[config.mk]
export PLATFORM = sky130hd
export DESIGN_NAME = filter_settle_monitor
export DESIGN_NICKNAME = d
export VERILOG_FILES = /design/src/rtl/filter_mon_pkg.sv /design/src/rtl/filter_settle_monitor_band_cmp.sv /design/src/rtl/filter_settle_monitor.sv
export SDC_FILE = /design/constraint.sdc
export NUM_CORES = 1
export LEC_CHECK = 0
export CORE_ASPECT_RATIO = 0.5
export CORE_UTILIZATION = 58
export CTS_BUF_LIST = sky130_fd_sc_hd__clkbuf_2
export DETAILED_ROUTE_END_ITERATION = 8
export MAX_ROUTING_LAYER = met4
export PLACE_DENSITY = 0.81
export SETUP_SLACK_MARGIN = 0.3
export SLEW_MARGIN = 10
export SYNTH_ARGS = -nofsm -noshare
export SYNTH_HDL_FRONTEND = slang
export SYNTH_SLANG_ARGS = --single-unit
export TNS_END_PERCENT = 30
[constraint.sdc]
create_clock -name clk -period 7.4 [get_ports clk]
set_input_delay 0.74 -clock clk [delete_from_list [all_inputs] [get_ports clk]]
set_output_delay 0.74 -clock clk [all_outputs]
set_load 0.005 [all_outputs]
[src/rtl/filter_mon_pkg.sv]
// Shared types and helpers for the filter settle monitor.
package filter_mon_pkg;

   typedef enum logic [1:0] {
      IDLE  = 2'd0,
      TRACK = 2'd1,
      DONE  = 2'd2
   } state_t;

   // Fill bit replicated across settle_cycles to flag a timeout.
   localparam logic CNT_ALL_ONES = 1'b1;

   // Width of a run-length counter that must reach 'hold'.
   function automatic int unsigned run_w(input int unsigned hold);
      return $clog2(hold + 1);
   endfunction

endpackage

[src/rtl/filter_settle_monitor_band_cmp.sv]
// Signed band comparator: |v_mon - target| <= tol, and v_mon above target + tol.
module band_cmp #(
   parameter int unsigned WIDTH = 25
) (
   input  logic [WIDTH-1:0] v_mon,
   input  logic [WIDTH-1:0] target,
   input  logic [WIDTH-1:0] tol,
   output logic             in_band,
   output logic             above_band
);

   localparam int unsigned EW = WIDTH + 1;

   logic [EW-1:0]          err;
   logic [EW-1:0]          err_abs;
   logic signed [WIDTH+1:0] v_ext;
   logic signed [WIDTH+1:0] upper;

   // One extra bit keeps the difference exact; two extra bits keep target + tol exact.
   always_comb begin
      err        = {v_mon[WIDTH-1], v_mon} - {target[WIDTH-1], target};
      err_abs    = err[EW-1] ? EW'(~err + EW'(1)) : err;
      in_band    = (err_abs <= {1'b0, tol});
      v_ext      = {{2{v_mon[WIDTH-1]}}, v_mon};
      upper      = {{2{target[WIDTH-1]}}, target} + {2'b00, tol};
      above_band = (v_ext > upper);
   end

endmodule

[src/rtl/filter_settle_monitor.sv]
// Step-response monitor: settle time, signed peak and overshoot of the filter output.
module filter_settle_monitor
   import filter_mon_pkg::*;
#(
   parameter int unsigned WIDTH       = 25,
   parameter int unsigned CNT_W       = 32,
   parameter int unsigned HOLD_CYCLES = 16,
   parameter int unsigned TIMEOUT     = 1_000_000
) (
   input  logic             clk,
   input  logic             rst,
   input  logic             start,
   input  logic [WIDTH-1:0] v_mon,
   input  logic [WIDTH-1:0] target,
   input  logic [WIDTH-1:0] tol,
   output logic             busy,
   output logic             done,
   output logic             settled_ok,
   output logic             timed_out,
   output logic [CNT_W-1:0] settle_cycles,
   output logic [WIDTH-1:0] peak,
   output logic             overshoot
);

   localparam int unsigned      RUN_W     = run_w(HOLD_CYCLES);
   localparam logic [CNT_W-1:0] LAST_IDX  = CNT_W'(TIMEOUT - 1);
   localparam logic [RUN_W-1:0] HOLD_LAST = RUN_W'(HOLD_CYCLES - 1);
   localparam logic [RUN_W-1:0] HOLD_MAX  = RUN_W'(HOLD_CYCLES);
   localparam logic [WIDTH-1:0] MOST_NEG  = {1'b1, {(WIDTH-1){1'b0}}};

   state_t             state_q, state_d;
   logic [WIDTH-1:0]   target_q, target_d;
   logic [WIDTH-1:0]   tol_q, tol_d;
   logic [CNT_W-1:0]   cnt_q, cnt_d;
   logic [RUN_W-1:0]   run_q, run_d;
   logic [CNT_W-1:0]   sidx_q, sidx_d;
   logic               above_q, above_d;
   logic               busy_d, done_d, ok_d, to_d, ov_d;
   logic [CNT_W-1:0]   sc_d;
   logic [WIDTH-1:0]   peak_d;
   logic               in_band_c, above_c, settle_c;
   logic [CNT_W-1:0]   idx_c;

   // Band test of the live sample against the captured target/tol.
   band_cmp #(.WIDTH(WIDTH)) u_band (
      .v_mon      (v_mon),
      .target     (target_q),
      .tol        (tol_q),
      .in_band    (in_band_c),
      .above_band (above_c)
   );

   // Next-state and next-output logic; a sample above the band anywhere means peak exceeded it.
   always_comb begin
      state_d  = state_q;
      target_d = target_q;
      tol_d    = tol_q;
      cnt_d    = cnt_q;
      run_d    = run_q;
      sidx_d   = sidx_q;
      above_d  = above_q;
      busy_d   = busy;
      done_d   = 1'b0;
      ok_d     = settled_ok;
      to_d     = timed_out;
      sc_d     = settle_cycles;
      peak_d   = peak;
      ov_d     = overshoot;
      settle_c = in_band_c && (run_q == HOLD_LAST);
      idx_c    = (run_q == '0) ? cnt_q : sidx_q;
      case (state_q)
         IDLE, DONE: begin
            if (start) begin
               state_d  = TRACK;
               target_d = target;
               tol_d    = tol;
               cnt_d    = '0;
               run_d    = '0;
               sidx_d   = '0;
               above_d  = 1'b0;
               busy_d   = 1'b1;
               ok_d     = 1'b0;
               to_d     = 1'b0;
               sc_d     = '0;
               peak_d   = MOST_NEG;
               ov_d     = 1'b0;
            end
         end
         TRACK: begin
            peak_d  = ($signed(v_mon) > $signed(peak)) ? v_mon : peak;
            above_d = above_q | above_c;
            if (in_band_c) begin
               run_d  = (run_q == HOLD_MAX) ? run_q : run_q + RUN_W'(1);
               sidx_d = idx_c;
            end else begin
               run_d = '0;
            end
            if (settle_c) begin
               state_d = DONE;
               busy_d  = 1'b0;
               done_d  = 1'b1;
               ok_d    = 1'b1;
               sc_d    = idx_c;
               ov_d    = above_q | above_c;
            end else if (cnt_q == LAST_IDX) begin
               state_d = DONE;
               busy_d  = 1'b0;
               done_d  = 1'b1;
               to_d    = 1'b1;
               sc_d    = {CNT_W{CNT_ALL_ONES}};
               ov_d    = above_q | above_c;
            end else begin
               cnt_d = cnt_q + CNT_W'(1);
            end
         end
         default: state_d = IDLE;
      endcase
   end

   // State, working and result registers.
   always_ff @(posedge clk or negedge rst) begin
      if (!rst) begin
         state_q       <= IDLE;
         target_q      <= '0;
         tol_q         <= '0;
         cnt_q         <= '0;
         run_q         <= '0;
         sidx_q        <= '0;
         above_q       <= 1'b0;
         busy          <= 1'b0;
         done          <= 1'b0;
         settled_ok    <= 1'b0;
         timed_out     <= 1'b0;
         settle_cycles <= '0;
         peak          <= '0;
         overshoot     <= 1'b0;
      end else begin
         state_q       <= state_d;
         target_q      <= target_d;
         tol_q         <= tol_d;
         cnt_q         <= cnt_d;
         run_q         <= run_d;
         sidx_q        <= sidx_d;
         above_q       <= above_d;
         busy          <= busy_d;
         done          <= done_d;
         settled_ok    <= ok_d;
         timed_out     <= to_d;
         settle_cycles <= sc_d;
         peak          <= peak_d;
         overshoot     <= ov_d;
      end
   end

endmodule

# Yosys cells after proc, flatten, opt, wreduce, memory -nomap -nowiden
# Cells that the tools add are included.
dict set report totals {
  reg_bits 184
  out_inout_bits 62
  wordCells 92
}
dict set report op_classes {
  n_addsub 5
  magnitude_cmp 3
  n_eq_ne 14
  muxes 39
  bitwise 2
  n_reduce_logical 15
}
# operator count
set ops {}
lappend ops {{2-to-1 mux 32 bit} 7}
lappend ops {{one-hot mux 32 bit (2 select lines)} 3}
lappend ops {{2-to-1 mux 25 bit} 2}
lappend ops {{one-hot mux 25 bit (2 select lines)} 1}
lappend ops {{adder 32 x 1 -> 32 bit (second input constant)} 1}
lappend ops {{equality test 32 x 20 -> 1 bit (second input constant)} 1}
lappend ops {{adder 25 x 26 -> 27 bit} 1}
lappend ops {{> comparator 25 x 27 -> 1 bit} 1}
lappend ops {{adder 26 x 1 -> 26 bit (second input constant)} 1}
lappend ops {{<= comparator 26 x 25 -> 1 bit} 1}
lappend ops {{2-to-1 mux 26 bit} 1}
lappend ops {{inverter 26 bit} 1}
lappend ops {{subtractor 25 x 25 -> 26 bit} 1}
lappend ops {{> comparator 25 bit} 1}
lappend ops {{2-to-1 mux 5 bit} 3}
lappend ops {{AND reduction 3 bit} 5}
lappend ops {{!= test 2 bit (second input constant)} 7}
lappend ops {{2-to-1 mux 1 bit} 12}
lappend ops {{one-hot mux 1 bit (2 select lines)} 5}
lappend ops {{one-hot mux 5 bit (2 select lines)} 1}
lappend ops {{AND reduction 4 bit} 2}
lappend ops {{2-to-1 mux 2 bit} 3}
lappend ops {{!= test 3 bit (second input constant)} 2}
lappend ops {{AND reduction 2 bit} 3}
lappend ops {{other kinds (12)} 12}

# Longest topological paths before layout
# Gate-level depths: netlist of run 1.
dict set report logic_depth {
  ltp_word 8
  mapped_depth 27
  depth_no_buf 25
}

# Hierarchy
# A second synthesis of run 1 with hierarchy kept.
dict set report hier_totals {
  cells_unflattened 1561
  hier_area_um2 13324.0
}
# module instances cells_each area_per_inst_um2 seq_area_each_um2
set modules_own_cells {}
lappend modules_own_cells {filter_settle_monitor 1 947 8837.2 4604.4}
lappend modules_own_cells {band_cmp 1 614 4486.8 0.0}

# Least setup slack after synthesis of run 1
# Ideal clock, no wire load.
dict set report synth_timing {
  path_type {input-to-reg}
  start {in v_mon[0]}
  end {reg settle_cycles[22]}
  setup_ps 143
  t_arrival_ps 6175
  slack_ps 1082
  path_stages 23
  path_buffers 3
  cell_sequence {inv_1 -> ha_1 -> fa_1 -> nand2b_1 -> a21oi_2 -> o41ai_4 -> a21o_1 -> a311oi_1 -> nand3_1 -> or2_2 -> nor4_1 -> a31oi_1 -> xnor2_1 -> ha_1 -> nand2_1 -> or4_1 -> o22ai_1 -> and2_1 -> clkbuf_1 -> and3_1 -> clkbuf_1 -> clkbuf_1 -> a22oi_1}
}
dict set report synth_via {
  elab_chain_cells 8
  elab_cells_between_ends 10
}
# item line_no
set synth_rtl {}
lappend synth_rtl {{from (decl)} filter_settle_monitor.sv:13} ;# input logic [WIDTH-1:0] v_mon,
lappend synth_rtl {{subtractor 25 x 25 -> 26 bit *} filter_settle_monitor_band_cmp.sv:21} ;# err = {v_mon[WIDTH-1], v_mon} - {target[WIDTH-1], target};
lappend synth_rtl {{inverter 26 bit} filter_settle_monitor_band_cmp.sv:22} ;# err_abs = err[EW-1] ? EW'(~err + EW'(1)) : err;
lappend synth_rtl {{adder 26 x 1 -> 26 bit} filter_settle_monitor_band_cmp.sv:22}
lappend synth_rtl {{2-to-1 mux 26 bit *} filter_settle_monitor_band_cmp.sv:22}
lappend synth_rtl {{<= comparator 26 x 25 -> 1 bit *} filter_settle_monitor_band_cmp.sv:23} ;# in_band = (err_abs <= {1'b0, tol});
lappend synth_rtl {{logical AND 1 bit *} filter_settle_monitor.sv:69} ;# settle_c = in_band_c && (run_q == HOLD_LAST);
lappend synth_rtl {{!= test 3 bit (no source line) or 2-to-1 mux 32 bit (tied branches)} n/a}
lappend synth_rtl {{AND reduction 3 bit (no source line) or one-hot mux 32 bit (2 select lines) (tied branches)} n/a}
lappend synth_rtl {{to (signal assigned)} filter_settle_monitor.sv:134} ;# settle_cycles <= '0;
lappend synth_rtl {{to (signal assigned)} filter_settle_monitor.sv:149} ;# settle_cycles <= sc_d;
lappend synth_rtl {{to (decl)} filter_settle_monitor.sv:20} ;# output logic [CNT_W-1:0] settle_cycles,
# Mark *: on every way between the ends. The rest lies on a longest branch, timed or not.
# A chain may end at the register's enable or synchronous reset.

# Worst setup path after layout of run 1
dict set report layout_timing {
  start {reg target_q[0]}
  end {reg cnt_q[6]}
}
dict set report layout_via {
  elab_chain_cells 8
}
# item line_no
set layout_rtl {}
lappend layout_rtl {{from (decl)} filter_settle_monitor.sv:32} ;# logic [WIDTH-1:0] target_q, target_d;
lappend layout_rtl {{from (signal assigned)} filter_settle_monitor.sv:139} ;# target_q <= target_d;
lappend layout_rtl {{subtractor 25 x 25 -> 26 bit *} filter_settle_monitor_band_cmp.sv:21}
lappend layout_rtl {{inverter 26 bit} filter_settle_monitor_band_cmp.sv:22}
lappend layout_rtl {{adder 26 x 1 -> 26 bit} filter_settle_monitor_band_cmp.sv:22}
lappend layout_rtl {{2-to-1 mux 26 bit *} filter_settle_monitor_band_cmp.sv:22}
lappend layout_rtl {{<= comparator 26 x 25 -> 1 bit *} filter_settle_monitor_band_cmp.sv:23}
lappend layout_rtl {{logical AND 1 bit *} filter_settle_monitor.sv:69}
lappend layout_rtl {{!= test 2 bit (no source line) *} n/a}
lappend layout_rtl {{AND reduction 4 bit (no source line) *} n/a}
lappend layout_rtl {{to (signal assigned)} filter_settle_monitor.sv:141} ;# cnt_q <= cnt_d;
lappend layout_rtl {{to (decl)} filter_settle_monitor.sv:34} ;# logic [CNT_W-1:0] cnt_q, cnt_d;
# Marked as above.

==> results.toml, run 1 <==
[setup_path]
endpoint = "cnt_q[6]"
cp-start-kind = "register"
cp_max_fo = 10
worstPathRequired_ps = 8220
r2r_setup_slack_ps = 930
critical_path_class = "reg2reg"
crit_start = "target_q[0]"
critPathArrivalTime_ps = 7290
r2r_end = "cnt_q[6]"
ff2ff_path_depth = 25
worstSetupEndpointType = "register"
r2r-start = "target_q[0]"

[timing]
hold_viol = 0
skew_ps = 42.8
fin_crit_sh_pct = 87.5
drv_slew = 0
finalSetupViolations = 0
rsz0062_at_grt = "no"
worst_pin_slew_ps = 998
max_freq_mhz = 155
setup_tns_ps = 0
worst_slew_margin_rel_pct = 33.5
layout_min_cycle_time_ps = 6470

[finish]
fin_util_pct = 68.9
fin_area_um2 = 15200
n_fill_cell = 1827
final_nets = 1836
area_growth_syn_to_layout_pct = 14.2
drive_gt1_share_pct = 6.60
stdcell_count = 1938

[logic_synthesis]
syn_avg_cell_area_um2 = 8.82
synth-seq-cells = 184
dominantRegCellSynth = "dfrtp_1"
synthArstFlopShare_pct = 100
netlist_area_um2 = 13300
seq_area_frac_synth_pct = 34.5
synth.net_count = 1726
ys_types = 77
synth-warning-count = 0
synth-edff-count = 0
syn_inst = 1513

[cts]
cts_buffer_depth = 2
clockRootBuffer = "clkbuf_2"
clkTransAtPathRegs_ps = 290
cts_resized = 0
cts_setup_buffers = 0
cts_sinks = 184
clk_latency_ps = 880
cts-htree-levels = 4
ctsHoldBuffers = 1
cts_tree = "built"
numCtsBuffers = 17

[routing]
dr_total_vias = 11900
dr.pass1.iters = 5
ant_nets = 0
avgRoutedWirePerCell_um = 19.2
drt_iter0_markers = 983
drt-total-wl_um = 37300
remaining_drc_errors = 0
viasPerCell = 6.15

[hold_path]
whs_path_depth = 3
hold_class = "in2reg"

[global_route]
antenna_found_initial = 1
grt_usage_pct = 33.2
grt-ovfl-total = 0
grt_pass1_vias = 11500
grt_pass1_wl_um = 59400
grt_max_degree = 103

[die]
core_um2 = 22100
start_util_pct = 60.3
dieHeight_um = 109
die-width_um = 216
die-area_um2 = 23600
fp-row-count = 38
io_pins = 140

[place]
postPlaceCellArea_um2 = 15000
place.gp.congestion = 1.02
dp_cells = 1903
port_buffers = 139
hpwl_um = 28600

[job]
maxCapViolations = 0

[power]
power.total_mw = 8.16
power_density_nw_per_um2 = 536
irDropWorstVdd_mv = 0.284
total_leakage_power_nw = 7.11

[outcome]
outcome = "completed"
placed cells by master (no fill, tap or decap), types with 37 or more instances in the layout:
| master | count |
|---|---|
| ha_1 | 133 |
| nor2_1 | 90 |
| mux2i_1 | 48 |
| nand3_1 | 37 |
| o31ai_1 | 43 |
| xnor2_1 | 44 |
| clkdlybuf4s50_1 | 138 |
| dfrtp_1 | 184 |
| o21ai_0 | 92 |
| inv_1 | 102 |
| nand2_1 | 197 |
| a21oi_1 | 73 |
critical path, cell delays in order (launching register included):
cell and delay [ps]:
dfrtp_1 490, ha_1 230, fa_1 400, nand2b_1 220, a21oi_2 290, o41ai_4 130, a21o_1 220, a311oi_1 420
nand3_1 210, or2_2 370, nor4_1 260, buf_4 190, a21oi_1 80, xor2_1 160, ha_1 310, nand4_1 130
or3_1 430, a21oi_1 120, o21ai_0 100, a31oi_1 200, o22ai_1 210, and2_1 230, buf_4 180, a211oi_4 410
nor2b_1 220, mux2i_1 190
final cells by class:
type / count / area (um^2) / share of cell area, %
Antenna cell: 2 / 5.00 / 0.0329
Tap cell: 300 / 375 / 2.46
Multi-Input combinational cell: 1156 / 8060 / 52.9
Clock buffer: 20 / 100 / 0.657
Timing Repair Buffer: 162 / 1610 / 10.5
Sequential cell: 184 / 4600 / 30.2
Inverter: 102 / 383 / 2.51
Clock inverter: 12 / 93.8 / 0.616
kinds of logic after synthesis:
family	count (synthesis)	share of synthesized area (%)
and+or+nand+nor	491	17.8
buffers and inverters	173	5.18
DFF	184	34.5
muxes	72	5.63
adders and majority gates	135	12.8
AOI/OAI and AO/OA	390	19.7
xor gates and xnor gates	68	4.46
metrics by stage:
step	setup slack, ps	hold slack, ps
finish	928	367
detailed placement	186	466
global placement	360	459
CTS	1030	319
global route	624	305
floorplan	1080	444
registers in the layout, summed over array words and instances (netlist names), 2 cells and up:
signal         count
settle_cycles     32
sidx_q            32
state_q            2
target_q          25
tol_q             25
peak              25
run_q              5
cnt_q             32
worst min-delay path by stage:
| stage | start | endpoint |
|---|---|---|
| after global placement | sidx_q[21] | sidx_q[21] |
| after floorplan | rst | above_q |
| after detailed placement | sidx_q[31] | sidx_q[31] |
| final | target[18] | target_q[18] |
| after CTS | target[18] | target_q[18] |
| after global routing | target[0] | target_q[0] |
metal layers:
metal / vias to the layer above / part of all wire (%) / GRT usage, %
li1: 5630 / - / -
met1: 5845 / 45 / 43.8
met2: 390 / 46 / 52.4
met3: 58 / 6.6 / 6.16
met4: 0 / 2.1 / 9.76
met5: - / 0 / -
Yosys cell counts (9+ instances only):
master    count  area, um^2
dfrtp_1     184        4600
and3_1       28         175
nand2b_1     18         113
o21ai_0      92         460
nor2b_1      18         113
a21o_1       36         270
xor2_1       24         210
a31oi_1      10        62.6
ha_1        133        1660
nor2_1       90         338
o21bai_1      9        67.6
xnor2_1      44         385
a21oi_1      74         370
mux2i_1      48         480
a211oi_1     13        97.6
and2_1        9        56.3
nor3_1       16        80.1
nand4_1      22         138
buf_2        20         100
nor4_1       11        68.8
mux2_2       24         270
inv_1       102         383
o211ai_1     12        90.1
clkbuf_1     46         173
a22oi_1      32         240
o31ai_1      43         323
nand2_1     197         739
nand3_1      37         185
o21a_1       16         120
power breakdown:
group | internal (mW) | switching (mW)
Clock | 0.0989 | 0.392
Sequential | 1.45 | 0.342
Combinational | 2.56 | 3.32
No activity file was read; power rests on OpenSTA's default activity.
==> run 2, diff against run 1 <==
- REMOVE_ABC_BUFFERS: unset -> 1
==> results.toml, run 2 (same netlist as run 1, synthesis figures left out) <==
[setup_path]
max_stage_delay_ps = 480
r2r-start = "target_q[0]"
r2r_setup_slack_ps = 950
cp-start-kind = "register"
critPathTopFamily = "compound AO/OA/AOI/OAI gates"
critPathArrivalTime_ps = 7230
worstSetupEndpointType = "register"
cp_max_fo = 10
worstPathRequired_ps = 8170
cp_slowest_cell = "dfrtp_1"
path_buf_inv = 2
r2r_end = "cnt_q[6]"
critical_path_class = "reg2reg"
ff2ff_path_depth = 25

[timing]
worst_slew_margin_rel_pct = 30.4
finalSetupViolations = 0
setup_tns_ps = 0
fin_crit_sh_pct = 87.2
layout_min_cycle_time_ps = 6450
drv_slew = 0
worst_pin_slew_ps = 1040
max_freq_mhz = 155
layout_setup_ws_ps = 946
rsz0062_at_grt = "no"
hold_viol = 0
skew_ps = 50.9

[cts]
cts_buffer_depth = 2
clkTransAtPathRegs_ps = 310
clockRootBuffer = "clkbuf_2"
clk_latency_ps = 870
cts-htree-levels = 4
ctsHoldBuffers = 1
cts_sinks = 184
cts_resized = 0
cts_setup_buffers = 0
numCtsBuffers = 17
cts_tree = "built"

[finish]
drive_gt1_share_pct = 6.43
seqCellArea_um2 = 4600
final_cell_mix = "nand2_1 (197), dfrtp_1 (184), clkdlybuf4s50_1 (138)"
multi_input_area_um2 = 8060
final_common_cell = "nand2_1"
area_growth_syn_to_layout_pct = 14.4
n_fill_cell = 1797
reg_top3 = "cnt_q: 32 flops, settle_cycles: 32 flops, sidx_q: 32 flops"
stdcell_count = 1934
final_nets = 1832

[die]
core_um2 = 22100
die-width_um = 216
fp-row-count = 38
die-area_um2 = 23600
io_pins = 140
start_util_pct = 60.3
dieHeight_um = 109

[outcome]
outcome = "completed"

[place]
port_buffers = 139
dp_slack_ps = 218
hpwl_um = 27500
place.gp.congestion = 0.936
dp_cells = 1899

[routing]
drt-total-wl_um = 36100
dr_total_vias = 11800
dr.pass1.iters = 6
avgRoutedWirePerCell_um = 18.7
drt_iter0_markers = 916
remaining_drc_errors = 0
ant_nets = 0
viasPerCell = 6.11

[power]
total_leakage_power_nw = 7.12
power_density_nw_per_um2 = 547
irDropWorstVdd_mv = 0.455

[hold_path]
holdCritStartpoint = "tol[0]"
hold_end = "tol_q[0]"
whs_path_depth = 3
hold_class = "in2reg"

[global_route]
grt_max_degree = 118
grt_pass1_vias = 11400
grt_pass1_wl_um = 58100
grt_usage_pct = 32.4
grt-ovfl-total = 0
antenna_found_initial = 1

[job]
maxCapViolations = 0
## run 2: cell count changes in the layout (fill, tap and decap cells not counted), moves of 2 or more
cell,change
clkbuf_2,-2
inv_6,-2
inv_8,+3
buf_4,-3
clkinv_8,+2
bufinv_16,+2
clkinv_1,-2
## run 2: layout make-up
| type | count | area share, % |
|---|---|---|
| clock inverters | 14 | 1.22 |
| repair buffers | 158 | 10.2 |
| inverters | 102 | 2.51 |
| well taps | 300 | 2.46 |
| clock buffers | 18 | 0.590 |
| flip-flops and latches | 184 | 30.2 |
| multi-input cells | 1156 | 52.8 |
| diodes | 2 | 0.0328 |
## run 2: worst reg2reg max path, delay by kind of cell (launching register included)
| family | cells | cell delay (ps) |
|---|---|---|
| AOI/OAI and AO/OA | 10 | 2140 |
| and+or+nand+nor | 8 | 2070 |
| adders and majority gates | 3 | 960 |
| DFF | 1 | 480 |
| buffers and inverters | 2 | 380 |
| muxes | 1 | 190 |
| xor gates and xnor gates | 1 | 150 |
## run 2: routing by layer
layer / vias up / GRT usage (%) / wire length [um]
met5: - / - / 0
met4: 0 / 9.61 / 678
met3: 66 / 5.41 / 2250
met2: 401 / 51.8 / 16700
met1: 5725 / 42.5 / 16400
li1: 5618 / - / -
## run 2: worst max path at each step
stage / from / end / slack [ps] / depth (start not counted)
floorplan: start / sidx_q[17] / 720 / 3
global placement: v_mon[0] / cnt_q[20] / 380 / 27
detailed placement: v_mon[0] / cnt_q[6] / 220 / 27
CTS: target_q[0] / cnt_q[6] / 1040 / 25
global route: target_q[0] / cnt_q[6] / 530 / 25
finish: target_q[0] / cnt_q[6] / 950 / 25
## run 2: report_power, final
group          internal, mW  leakage [nW]  switching (mW)  total [mW]
Sequential             1.45          2.32           0.328        1.78
Clock                 0.175         0.160           0.403       0.578
Combinational          2.59          4.64            3.41        6.00
## run 2: through the flow
| step | area (um^2) | util [%] | hold WS [ps] | power [mW] |
|---|---|---|---|---|
| floorplan | 13000 | - | 444 | 5.88 |
| global placement | 15000 | 67.7 | 458 | 7.43 |
| detailed placement | 15000 | 67.7 | 466 | 7.66 |
| CTS | 15300 | 69.0 | 280 | 8.28 |
| global route | 15300 | 69.0 | 295 | 9.11 |
| finish | 15300 | 69.1 | 355 | 8.36 |
==> run 3, diff against run 2 <==
- ABC_AREA: unset -> 1
- CORE_MARGIN: unset -> 2
- CORE_UTILIZATION: 58 -> 45
- PLACE_DENSITY: 0.81 -> 0.65
==> results.toml, run 3 <==
[logic_synthesis]
yosysMostFrequentCell = "nand2_1"
synth-warning-count = 0
syn_avg_cell_area_um2 = 7.05
dominantRegCellSynth = "dfrtp_1"
yosysTopAreaCellShare_pct = 32.5
seq_area_frac_synth_pct = 32.5
synthArstFlopShare_pct = 100
synth-edff-count = 0
ys_types = 46
netlist_area_um2 = 14200
synth_top_area_cell = "dfrtp_1"
synthTopCellsByCount = "nand2_1 (602), inv_1 (242), dfrtp_1 (184)"
synth-seq-cells = 184
ys_top_cells_by_area = "dfrtp_1 (33%), nand2_1 (16%), ha_1 (12%)"
syn_inst = 2007

[setup_path]
cp-start-kind = "primary input"
r2r-start = "target_q[0]"
max_stage_delay_ps = 500
cp_slowest_cell = "clkdlybuf4s50_1"
worstPathRequired_ps = 8230
r2r_end = "cnt_q[25]"
cpMostUsedCell = "nand2_1"
critical_path_class = "in2reg"
cp_max_fo = 31
ff2ff_path_depth = 33
critPathArrivalTime_ps = 6450
r2r_setup_slack_ps = 1790
worstSetupEndpointType = "register"

[routing]
remaining_drc_errors = 0
ant_nets = 0
drt_iter0_markers = 906
drt-total-wl_um = 41400
dr_total_vias = 13500
dr.pass1.iters = 5
avgRoutedWirePerCell_um = 16.2
viasPerCell = 5.26

[finish]
fin_util_pct = 52.9
final_cell_mix = "nand2_1 (602), inv_1 (242), dfrtp_1 (184)"
multi_input_area_um2 = 8320
fin_area_um2 = 16200
final_common_cell = "nand2_1"
seqCellArea_um2 = 4600
area_growth_syn_to_layout_pct = 14.4
reg_top3 = "cnt_q: 32 flops, settle_cycles: 32 flops, sidx_q: 32 flops"
n_fill_cell = 3089
final_nets = 2335
drive_gt1_share_pct = 3.56
stdcell_count = 2559

[timing]
rsz0062_at_grt = "no"
hold_viol = 0
worst_slew_margin_rel_pct = 46.5
holdWs_ps = 281
layout_min_cycle_time_ps = 5620
fin_crit_sh_pct = 75.9
layout_setup_ws_ps = 1780
finalSetupViolations = 0
drv_slew = 0
max_freq_mhz = 178
skew_ps = 87.6
setup_tns_ps = 0
worst_pin_slew_ps = 794

[die]
dieHeight_um = 129
die-width_um = 255
io_pins = 140
start_util_pct = 46.2
core_um2 = 30600
die-area_um2 = 33000
fp-row-count = 45

[cts]
clk_latency_ps = 940
cts_resized = 0
clockRootBuffer = "clkbuf_2"
cts_tree = "built"
numCtsBuffers = 17
cts_buffer_depth = 2
ctsHoldBuffers = 1
cts-htree-levels = 4
clkTransAtPathRegs_ps = 390
cts_setup_buffers = 0
cts_sinks = 184

[global_route]
grt_max_degree = 75
grt-ovfl-total = 0
antenna_found_initial = 1
grt_pass1_wl_um = 67000
grt_pass1_vias = 13000
grt_usage_pct = 26.8

[place]
postPlaceCellArea_um2 = 15900
dp_cells = 2525
place.gp.congestion = 0.965
dp_slack_ps = 940
port_buffers = 139
hpwl_um = 32200

[power]
seq_power_share_pct = 20.7
internal_power_mw = 3.71
p_sw_mw = 4.31
power_density_nw_per_um2 = 495
swShare_pct = 53.7
clockPowerShare_pct = 7.1
irDropWorstVdd_mv = 0.253
power.total_mw = 8.01
combPwrFrac_pct = 72.2
total_leakage_power_nw = 7.96

[hold_path]
hold_class = "in2reg"
holdCritStartpoint = "target[3]"
hold_end = "target_q[3]"
whs_path_depth = 3

[outcome]
outcome = "completed"

[job]
maxCapViolations = 0
[run 3: cell count changes in the layout (fill, tap and decap cells not counted), sizes merged, moves of 22 or more]
| cell | delta |
|---|---|
| nand2 | +410 |
| inv | +146 |
| nand3 | +114 |
| nor2 | +60 |
| mux2i | -48 |
| o21ai | +45 |
| o31ai | -42 |
| xor2 | +36 |
| a22oi | -32 |
| a21o | -29 |
| and3 | -26 |
| xnor2 | -25 |
| mux2 | -24 |
| o211ai | +22 |
[run 3: worst max path at each step]
stage                 from   endpoint  depth (start not counted)
2_1_floorplan     v_mon[0]  cnt_q[10]                         29
3_5_place_dp      v_mon[0]  cnt_q[21]                         35
5_1_grt        target_q[0]  cnt_q[25]                         33
4_1_cts        target_q[0]  cnt_q[28]                         33
6_report          v_mon[0]  cnt_q[25]                         35
3_3_place_gp      v_mon[0]   cnt_q[1]                         31
[run 3: kinds of logic after synthesis]
family,share of synthesized area (%)
AND/OR/NAND/NOR,29.9
AO/OA/AOI/OAI,11.9
adder cells (fa/ha/maj),12.0
XOR/XNOR,4.89
flip-flops,32.5
buffers and inverters,8.80
[run 3: layer usage]
| layer | part of all wire [%] | track usage, % | vias to the layer above |
|---|---|---|---|
| met5 | 0 | - | - |
| met3 | 5.1 | 4.54 | 32 |
| met4 | 0.98 | 4.30 | 0 |
| li1 | - | - | 6778 |
| met2 | 45 | 42.1 | 316 |
| met1 | 49 | 36.9 | 6326 |
[run 3: power groups by stage]
stage	registers (mW)	logic (mW)	clock network [mW]
detailed placement	1.68	5.73	0
finish	1.66	5.78	0.570
CTS	1.66	5.76	0.585
global route	1.71	6.59	0.631
global placement	1.68	5.67	0
floorplan	1.64	3.95	0
[run 3: critical path, delay by kind of cell]
kind                     cells  cell delay, ps
XOR/XNOR                     1             150
AO/OA/AOI/OAI                3             410
adder cells (fa/ha/maj)      3             920
AND/OR/NAND/NOR             22            2900
buffers and inverters        6            1320
[run 3: layout make-up]
class	count	area share, %
antenna	1	0.0155
clock buffer	17	0.526
clock inverter	15	1.04
inverter	247	5.73
multi-input combinational	1514	51.4
sequential	184	28.4
tap	423	3.27
timing repair buffer	158	9.59
